File: config.mk
export PLATFORM = sky130hd
export DESIGN_NAME = dmem_dma
export DESIGN_NICKNAME = d
export VERILOG_FILES = /design/src/rtl/dmem_dma.sv
export SDC_FILE = /design/constraint.sdc
export NUM_CORES = 1
export LEC_CHECK = 0
export CORE_MARGIN = 2
export CORE_UTILIZATION = 44
export DETAILED_ROUTE_END_ITERATION = 6
export PLACE_DENSITY = 0.82
export SYNTH_ARGS = -nofsm -noshare
export SYNTH_HDL_FRONTEND = slang
export SYNTH_SLANG_ARGS = --single-unit
File: constraint.sdc
create_clock -name clk -period 2.3 [get_ports clk]
set_input_delay 0.345 -clock clk [delete_from_list [all_inputs] [get_ports clk]]
set_output_delay 0.345 -clock clk [all_outputs]
set_load 0.01 [all_outputs]
File: src/rtl/dmem_dma.sv
// Single-channel word copy engine driving the data-memory port.
// Optional fill mode (fill_mode/fill_val ports) is enabled by defining DMEM_DMA_FILL_EN.
module dmem_dma #(
  parameter int unsigned LEN_W   = 7,
  parameter int unsigned MAX_LEN = 64
) (
  input  logic             clk,
  input  logic             reset,
  input  logic             start,
  input  logic [31:0]      src,
  input  logic [31:0]      dst,
  input  logic [LEN_W-1:0] len,
`ifdef DMEM_DMA_FILL_EN
  input  logic             fill_mode,
  input  logic [31:0]      fill_val,
`endif
  input  logic [31:0]      mem_rd,
  output logic             mem_we,
  output logic [31:0]      mem_a,
  output logic [31:0]      mem_wd,
  output logic             busy,
  output logic             done,
  output logic             err,
  output logic [LEN_W-1:0] count
);

  typedef enum logic [2:0] {StIdle, StRead, StWrite, StDone, StErr} state_e;

  localparam logic [LEN_W:0]   MaxLen = (LEN_W + 1)'(MAX_LEN);
  localparam logic [LEN_W-1:0] One    = LEN_W'(1);

  state_e           state_q, state_d;
  logic [31:0]      s_ptr_q, s_ptr_d;
  logic [31:0]      d_ptr_q, d_ptr_d;
  logic [LEN_W-1:0] remain_q, remain_d;
  logic [LEN_W-1:0] count_q, count_d;
  logic [31:0]      data_q, data_d;
`ifdef DMEM_DMA_FILL_EN
  logic             fill_q, fill_d;
`endif

  // Address bits [1:0] are dropped on load; keep them visibly consumed.
  logic unused_addr_lsbs;
  assign unused_addr_lsbs = ^{src[1:0], dst[1:0]};

  always_ff @(posedge clk) begin
    if (reset) begin
      state_q  <= StIdle;
      s_ptr_q  <= '0;
      d_ptr_q  <= '0;
      remain_q <= '0;
      count_q  <= '0;
      data_q   <= '0;
`ifdef DMEM_DMA_FILL_EN
      fill_q   <= 1'b0;
`endif
    end else begin
      state_q  <= state_d;
      s_ptr_q  <= s_ptr_d;
      d_ptr_q  <= d_ptr_d;
      remain_q <= remain_d;
      count_q  <= count_d;
      data_q   <= data_d;
`ifdef DMEM_DMA_FILL_EN
      fill_q   <= fill_d;
`endif
    end
  end

  always_comb begin
    state_d  = state_q;
    s_ptr_d  = s_ptr_q;
    d_ptr_d  = d_ptr_q;
    remain_d = remain_q;
    count_d  = count_q;
    data_d   = data_q;
`ifdef DMEM_DMA_FILL_EN
    fill_d   = fill_q;
`endif
    unique case (state_q)
      StIdle: begin
        if (start) begin
          if ({1'b0, len} > MaxLen) begin
            state_d = StErr;
          end else if (len == '0) begin
            count_d = '0;
            state_d = StDone;
          end else begin
            s_ptr_d  = {src[31:2], 2'b00};
            d_ptr_d  = {dst[31:2], 2'b00};
            remain_d = len;
            count_d  = '0;
`ifdef DMEM_DMA_FILL_EN
            fill_d   = fill_mode;
            // Fill reuses the holding register so WRITE needs no mode mux.
            data_d   = fill_val;
            state_d  = fill_mode ? StWrite : StRead;
`else
            state_d  = StRead;
`endif
          end
        end
      end
      StRead: begin
        data_d  = mem_rd;
        s_ptr_d = s_ptr_q + 32'd4;
        state_d = StWrite;
      end
      StWrite: begin
        d_ptr_d  = d_ptr_q + 32'd4;
        count_d  = count_q + One;
        remain_d = remain_q - One;
        if (remain_q == One) begin
          state_d = StDone;
        end else begin
`ifdef DMEM_DMA_FILL_EN
          state_d = fill_q ? StWrite : StRead;
`else
          state_d = StRead;
`endif
        end
      end
      StDone:  state_d = StIdle;
      StErr:   state_d = StIdle;
      default: state_d = StIdle;
    endcase
  end

  always_comb begin
    mem_we = 1'b0;
    mem_a  = '0;
    mem_wd = '0;
    unique case (state_q)
      StRead: begin
        mem_a = s_ptr_q;
      end
      StWrite: begin
        mem_we = 1'b1;
        mem_a  = d_ptr_q;
        mem_wd = data_q;
      end
      default: ;
    endcase
  end

  assign busy  = (state_q == StRead) || (state_q == StWrite);
  assign done  = (state_q == StDone);
  assign err   = (state_q == StErr);
  assign count = count_q;

endmodule

# == Word level (Yosys, flattened, before mapping) ==
# Index checks and enable logic that the tools add are counted.
# Widths: inputs -> output; s select.
# classes
reduce_logical,8
n_addsub,4
magnitude_cmp,1
eq_ne,8
mux,23
# ops
operator,count
$mux 32,7
$pmux 32 s2,3
$add 32x3->32 const B,2
$mux 7,5
$pmux 7 s2,2
$pmux 3 s3,1
$reduce_and 4->1,2
$add 7x1->7 const B,1
$eq 7x1->1 const B,1
$gt 7x7->1 const B,1
$logic_not 7->1,1
$sub 7x1->7 const B,1
$eq 3x2->1 const B,2
$mux 3,2
$ne 2x2->1 const B,3
$mux 2,2
$reduce_bool 2->1,2
$eq 3x1->1 const B,1
$eq 3x3->1 const B,1
$logic_not 3->1,1
$reduce_and 3->1,1
$logic_or 1x1->1,1
$mux 1,1
# totals
out_inout_bits,75
register_bits,113
elab_cells,50
in_bits,106

# == Longest topological paths before layout ==
# Gate-level depths: netlist of run 1.
# depth
depth_word,5
depth_mapped,9
mapped_depth_nobuf,7

# == Least setup slack after synthesis of run 1 ==
# Ideal clock, no wire load.
# synth_timing
kind,flip-flop to output port
startpoint,register state_q[2]
endpoint,output port mem_wd[24]
setup_slack_ps,-111
arrival_time_ps,2066
n_path_buf,5
stages_incl_launch_ff,9
t_required_ps,1955
cell_sequence,dfxtp_1 -> clkbuf_1 -> or3b_2 -> clkbuf_1 -> inv_1 -> buf_2 -> buf_2 -> clkbuf_1 -> and2_1
# synth_via
elab_chain_cells,2
# synth_lines
item,line_no,rtl
start: declaration,32,"state_e state_q, state_d;"
start signal: assignment,48,state_q <= StIdle;
start signal: assignment,58,state_q <= state_d;
$eq 3x2->1,133,unique case (state_q)
$mux 32,133,
end: declaration,20,"output logic [31:0] mem_wd,"
# Every way passes these cells.

# == Worst setup path in the final report of run 1 ==
# layout_timing
startpoint,register state_q[0]
endpoint,output port mem_wd[24]
# Same word-level chain as after synthesis.

==> results.md, run 1 <==
* Clock-pin slew on the worst setup and hold paths at 0.08 ns
* Number of synthesized flops with an enable pin at 0
* First-pass GRT wire length at 36,900 um
* Crit-path max cell delay at 0.42 ns
* Number of global-route vias before repair at 7,048
* Top delay family on crit path: buffers and inverters
* Period utilization at 97.9%
* Hpwl dp at 17,000 um
* Clock root buffer: clkbuf_16
* Worst Path Class, Setup: reg2out
* DIE WIDTH at 126 um
* Multi-input logic area at 4060 um2
* Worst path cell trace: or3b_4 > inv_8 > bufbuf_16 > and2_1 > dlygate4sd2_1
* Initial Utilization at 45.1%
* Final net count at 1,203
* CP Max Fanout at 14
* Vias at 7,873
* Critical path data arrival time at 1.91 ns
* CP bufs+invs at 3
* CTS tree: yes
* Fin. max-slew vios at 0
* CTS Hold Bufs at 0
* Post-DP Area at 8960 um2
* Fin area at 9420 um2
* Die area at 15,900 um2
* Largest net degree at the start of global routing at 56
* Seq/Total Area, Yosys at 33.3%
* Drt pass-1 iters at 6
* # Max-Cap Violations at 0
* Routed WL at 23,800 um
* Yosys warns at 0
* Achievable Freq at 444 MHz
* Total CTS buffers at 9
* Pwr/cell area at 495 nW/um2
* Mapped Cells at 886
* GRT Total Usage at 28.7%
* Worst-Skew Late Latency at 0.37 ns
* Via/cell ratio at 6.15
* Crit. End Element: output port
* Finish-stage setup viols at 0
* Post-Syn Area per Cell at 7.40 um2
* WL per Instance at 18.6 um
* Buffers on Ports at 174
* Placed Instances at 1,259
* Synth unique cells at 72
* Flops & latches, synth at 109
* DRC viols at 0
* FF+latch area at 2180 um2
* Num rows at 44
* Slew HR at 63.1%
* Antenna cells at 0
* Grt ovf at 0
* Prevailing post-synth register cell: dfxtp_1
* Cell Area, Synth at 6560 um2
* Status: completed
* Fill count at 1,246
* Antenna violations before repair at 0
* Chip height at 126 um
* Clock skew at 0.00865 ns
* CORE AREA at 14,500 um2
* Startpoint types: register
* RSZ-0062 raised after global routing: no
* Antenna viol nets, final at 0
* GPL Wtd Cong at 0.937
* CP max stage cell: or3b_4
* Commonest non-fill, non-tap cell in the layout: nand2_1
* Ys async rst share at 0%
* H-tree levels at 3
* Crit path time final at 2.25 ns
* Layout area overhead at 43.6%
* Leakage at 3.75 nW
* Most frequent cells in the layout: 141 x nand2_1, 108 x dfxtp_1, 106 x clkdlybuf4s50_1
* Slew @ Worst Pin at 0.554 ns
* Layout cells sized above 1 at 14.0%
* Hold Vio Cnt, Final at 0
* First DRT Iteration DRCs at 895
* Clock tree buffer depth at 2
* Final cell count without fillers at 1,280
* Worst VDD drop at 0.385 mV
* WP data required at 1.96 ns
* Hold WC Path Type: in2reg
* Sinks on Clock Net at 109
* Number of top-level pins at 181
==> stage by stage <==
stage	hold slack, ns	worst slack [ns]	total power, W	utilization, %	TNS [ns]
finish	0.357	0.0481	0.00466	64.8	0
global route	0.360	0.00121	0.00484	64.8	0
CTS	0.340	0.00333	0.00461	63.9	0
detailed placement	0.442	-0.529	0.00303	61.7	-29.15
global placement	0.437	-0.422	0.00302	61.7	-24.97
floorplan	0.432	-0.00367	0.00257	-	-0.0735
==> power by group <==
group / leakage (nW) / internal [W] / switching (W)
Sequential: 0.890 / 0.00200 / 0.000116
Combinational: 2.72 / 0.000481 / 0.000471
Clock: 0.138 / 0.000840 / 0.000761
==> area by class of cell <==
cell class                      count  share of cell area (%)
Multi-Input combinational cell    680                    43.1
Timing Repair Buffer              275                    27.5
Sequential cell                   109                    23.2
Tap cell                          184                    2.44
Clock buffer                        9                    2.39
Inverter                           17                   0.757
Clock inverter                      6                   0.677
==> routing by layer <==
layer | up-vias | global-route usage [%] | part of all wire, %
met5 | - | 0 | 0
met4 | 0 | 11.0 | 3.5
met3 | 65 | 5.86 | 10
met2 | 462 | 45.3 | 46
met1 | 3679 | 38.6 | 40
li1 | 3667 | - | -
==> Yosys cell counts (all sizes together) (16+ instances only) <==
library cell	number	area, um2
dfxtp	109	2180
o21ai	50	250
a211oi	22	165
nand3	25	125
buf	23	141
clkbuf	58	218
a22o	23	201
nor4	17	106
a21oi	100	500
nand4	22	153
inv	16	60.1
nor2	46	173
nor3	29	145
nand2	141	529
and2	34	213
==> path summary, 6_finish.rpt <==
| kind | start | to | slack, ns | cells after the start |
|---|---|---|---|---|
| setup reg to reg | d_ptr_q[7] | d_ptr_q[27] | 0.17 | 5 |
| setup / recovery | state_q[0] | mem_wd[24] | 0.05 | 5 |
| hold reg to reg | data_q[31] | data_q[31] | 0.45 | 2 |
| hold / removal | reset | d_ptr_q[24] | 0.36 | 2 |
==> kinds of logic (layout without fill, tap and decap cells) <==
| logic type | Yosys count | count (layout) | synth area share [%] |
|---|---|---|---|
| flops | 109 | 109 | 33.3 |
| fa+ha+maj | 5 | 5 | 0.954 |
| compound gates | 287 | 287 | 29.2 |
| buf+inv | 98 | 307 | 6.45 |
| other cells | 1 | 2 | 0.0572 |
| mux | 2 | 2 | 0.305 |
| xor+xnor | 7 | 7 | 0.935 |
| simple gates | 377 | 377 | 28.8 |
==> sequential cells by signal (all words and copies together) (netlist names) <==
name,cells
count,7
d_ptr_q,30
data_q,32
remain_q,7
s_ptr_q,30
state_q,3
==> repair_timing <==
action	4_1_cts	5_1_grt
resized for setup	80	25
endpoints found under the hold margin	0	0
pin swaps	1	4
buffers inserted	1	1
gates cloned	2	2
setup endpoints to repair	117	52
Note: power is estimated with default switching activity, not from simulation.
==> run 2: changes to the inputs <==
--- a/config.mk
+++ b/config.mk
@@ -5,10 +5,14 @@
 export SDC_FILE = /design/constraint.sdc
 export NUM_CORES = 1
 export LEC_CHECK = 0
+export CELL_PAD_IN_SITES_DETAIL_PLACEMENT = 0
+export CELL_PAD_IN_SITES_GLOBAL_PLACEMENT = 1
 export CORE_MARGIN = 2
-export CORE_UTILIZATION = 44
+export CORE_UTILIZATION = 32
+export CTS_BUF_LIST = sky130_fd_sc_hd__clkbuf_4
 export DETAILED_ROUTE_END_ITERATION = 6
-export PLACE_DENSITY = 0.82
+export PLACE_DENSITY = 0.84
+export RECOVER_POWER = 50
 export SYNTH_ARGS = -nofsm -noshare
 export SYNTH_HDL_FRONTEND = slang
 export SYNTH_SLANG_ARGS = --single-unit
==> run 2 against run 1 <==
  * The run now ends with setup timing left
  * Design area increased by 1.3%
  * Utilization decreased by 18 points
  * Global-route usage decreased by 6.3 points
  * Die area increased by 36%
  * Routed wire length increased by 4.8%
  * Highest routed layer unchanged
  * Power decreased by 11%
  * Sequential power about the same
  * Critical path type unchanged
  * Sequential share of layout area decreased by 0.26 points
  * Combinational power increased by 4.9%
  * Critical endpoint is now mem_a[25]
  * Clock power decreased by 33%
  * Register-to-register slack got worse by 0.05 ns
  * Clock skew increased by 0.020 ns
==> results.md, run 2 (synthesized netlist as in run 1, its figures left out) <==
* Worst path most repeated cell: buf_6
* Reg power frac at 50.5% (+5.2 points)
* Period utilization at 100% (+2.4 points)
* Initial Utilization at 32.5% (-13 points)
* CP Max Fanout at 6 (-8)
* Slew HR at 64.0% (+0.96 points)
* WL per Instance at 17.8 um (-3.9%)
* Critical path data arrival time at 1.96 ns (+0.05 ns)
* Layout cells sized above 1 at 22.2% (+8.3 points)
* Finish-stage setup viols at 1 (+1)
* First DRT Iteration DRCs at 805 (-10%)
* CP max stage cell: dfxtp_2
* Drt pass-1 iters at 6 (unchanged)
* Via/cell ratio at 5.50 (-11%)
* WP data required at 1.96 ns (about the same)
* Net Switching at 0.00131 W (-3.0%)
* Achievable Freq at 434 MHz (-2.4%)
* Hpwl dp at 17,700 um (+3.9%)
* Num rows at 52 (+18%)
* CTS tree: yes
* Clock group share of total power at 25.6% (-8.7 points)
* Clock root buffer: clkbuf_4
* Pwr/cell area at 437 nW/um2 (-12%)
* Worst path cell trace: buf_6 > nor3b_4 > buf_6 > buf_12 > buf_16 > buf_6 > a22o_4 > buf_6
* Worst reg2reg startpoint: state_q[0]
* Fin. max-slew vios at 0 (unchanged)
* Routed WL at 24,900 um (+4.8%)
* Crit. End Element: output port
* Logic pwr share at 23.9% (+3.5 points)
* Layout area overhead at 45.4%
* Worst slack, placed at -0.509 ns (+0.0201 ns)
* Total CTS buffers at 9 (unchanged)
* Worst Path Class, Setup: reg2out
* Largest regs: data_q x32, d_ptr_q x30, s_ptr_q x30
* Number of global-route vias before repair at 7,017 (-0.44%)
* Largest net degree at the start of global routing at 98 (+75%)
* GPL Wtd Cong at 0.883 (-5.8%)
* Post-layout util at 47.3% (-18 points)
* Clock skew at 0.0283 ns (+0.0196 ns)
* DRC viols at 0 (unchanged)
* R2R depth at 7 (+2)
* First-pass GRT wire length at 38,800 um (+5.2%)
* Placed Instances at 1,351 (+7.3%)
* CORE AREA at 20,200 um2 (+39%)
* TNS Setup at -0.00634 ns (-0.00634 ns)
* Status: complete, but fails checks
* CTS Hold Bufs at 0 (unchanged)
* Most frequent cells in the layout: 138 x nand2_1, 107 x clkdlybuf4s50_1, 106 x dfxtp_1
* Antenna viol nets, final at 0 (unchanged)
* Startpoint types: register
* Crit path from: state_q[0]
* Vias at 7,678 (-2.5%)
* Worst-Skew Late Latency at 0.51 ns (+0.14 ns)
* Slew @ Worst Pin at 0.539 ns (-0.0145 ns)
* DIE WIDTH at 147 um (+17%)
* Crit-path max cell delay at 0.36 ns (-0.06 ns)
* Int Power at 0.00287 W (-14%)
* Crit path time final at 2.31 ns (+0.0544 ns)
* # Max-Cap Violations at 0 (unchanged)
* Most flop-heavy register: data_q
* Commonest non-fill, non-tap cell in the layout: nand2_1
* Die area at 21,700 um2 (+36%)
* RSZ-0062 raised after global routing: yes
* Number of top-level pins at 181 (unchanged)
* Max FFs per register at 32 (unchanged)
* Clock-pin slew on the worst setup and hold paths at 0.17 ns (+0.09 ns)
* Reg2reg end: s_ptr_q[26]
* Sw Share at 31.3% (+2.4 points)
* Chip height at 147 um (+17%)
* Final cell count without fillers at 1,396 (+9.1%)
* Grt ovf at 0 (unchanged)
* Sinks on Clock Net at 109 (unchanged)
* CP endpoint: mem_a[25]
* Hold Vio Cnt, Final at 0 (unchanged)
* Setup slack, reg-to-reg at 0.12 ns (-0.05 ns)
* Hold WC Path Type: in2reg
* Post-route worst setup slack at -0.00634 ns (-0.0544 ns)
* Final net count at 1,231 (+2.3%)
* H-tree levels at 3 (unchanged)
* GRT Total Usage at 22.3% (-6.3 points)
* Failing checks: setup timing
* Leakage at 3.70 nW (-1.2%)
* Clock tree buffer depth at 2 (unchanged)
* Worst VDD drop at 0.295 mV (-23%)
* Buffers on Ports at 174 (unchanged)
* Antenna violations before repair at 1 (+1)
==> run 2: area by class of cell <==
| type | count | area [um2] |
|---|---|---|
| Fill cell | 2025 | 10600 |
| Timing Repair Buffer | 303 | 2760 |
| Sequential cell | 109 | 2190 |
| Inverter | 17 | 71.3 |
| Multi-Input combinational cell | 680 | 4040 |
| Antenna cell | 1 | 2.50 |
| Clock inverter | 6 | 71.3 |
| Clock buffer | 10 | 75.1 |
| Tap cell | 270 | 338 |
==> run 2: power groups by stage <==
stage / Combinational, W / Sequential [W] / Clock [W]
floorplan: 0.000456 / 0.00212 / 0
global placement: 0.000922 / 0.00214 / 0
detailed placement: 0.000926 / 0.00214 / 0
CTS: 0.000978 / 0.00210 / 0.00110
global route: 0.00108 / 0.00212 / 0.00116
finish: 0.000999 / 0.00211 / 0.00107
==> run 2: critical path, delay by kind of cell (launching register included) <==
family	cells	cell delay (ns)
buffers and inverters	6	0.70
AO/OA/AOI/OAI	1	0.25
flip-flops	1	0.36
AND/OR/NAND/NOR	1	0.15
==> run 2: stage by stage <==
| stage | cell area, um2 | hold WS (ns) | total power [W] |
|---|---|---|---|
| CTS | 9560 | 0.317 | 0.00417 |
| floorplan | 6570 | 0.432 | 0.00257 |
| global route | 9540 | 0.335 | 0.00436 |
| global placement | 9130 | 0.437 | 0.00306 |
| finish | 9540 | 0.353 | 0.00417 |
| detailed placement | 9130 | 0.442 | 0.00307 |
==> run 2: layer usage <==
metal / vias to the layer above / track usage, % / wire (um)
met5: - / 0 / 0
met4: 0 / 7.98 / 712
met3: 40 / 2.14 / 1250
met2: 291 / 34.7 / 11300
met1: 3614 / 32.2 / 11700
li1: 3733 / - / -
==> run 2: how the worst min path moves through the flow <==
stage / startpoint / endpoint / cells past startpoint
2_1_floorplan: data_q[0] / data_q[0] / 2
3_3_place_gp: data_q[4] / data_q[4] / 2
3_5_place_dp: data_q[10] / data_q[10] / 2
4_1_cts: reset / d_ptr_q[29] / 3
5_1_grt: mem_rd[14] / data_q[14] / 3
6_report: reset / d_ptr_q[29] / 3
==> run 2: what timing repair did <==
| item | 4_1_cts | 5_1_grt |
|---|---|---|
| pin swaps | 10 | 8 |
| buffers inserted | 23 | 4 |
| gates resized for setup | 224 | 77 |
| cloned | 5 | 0 |
| setup endpoints to repair | 83 | 87 |
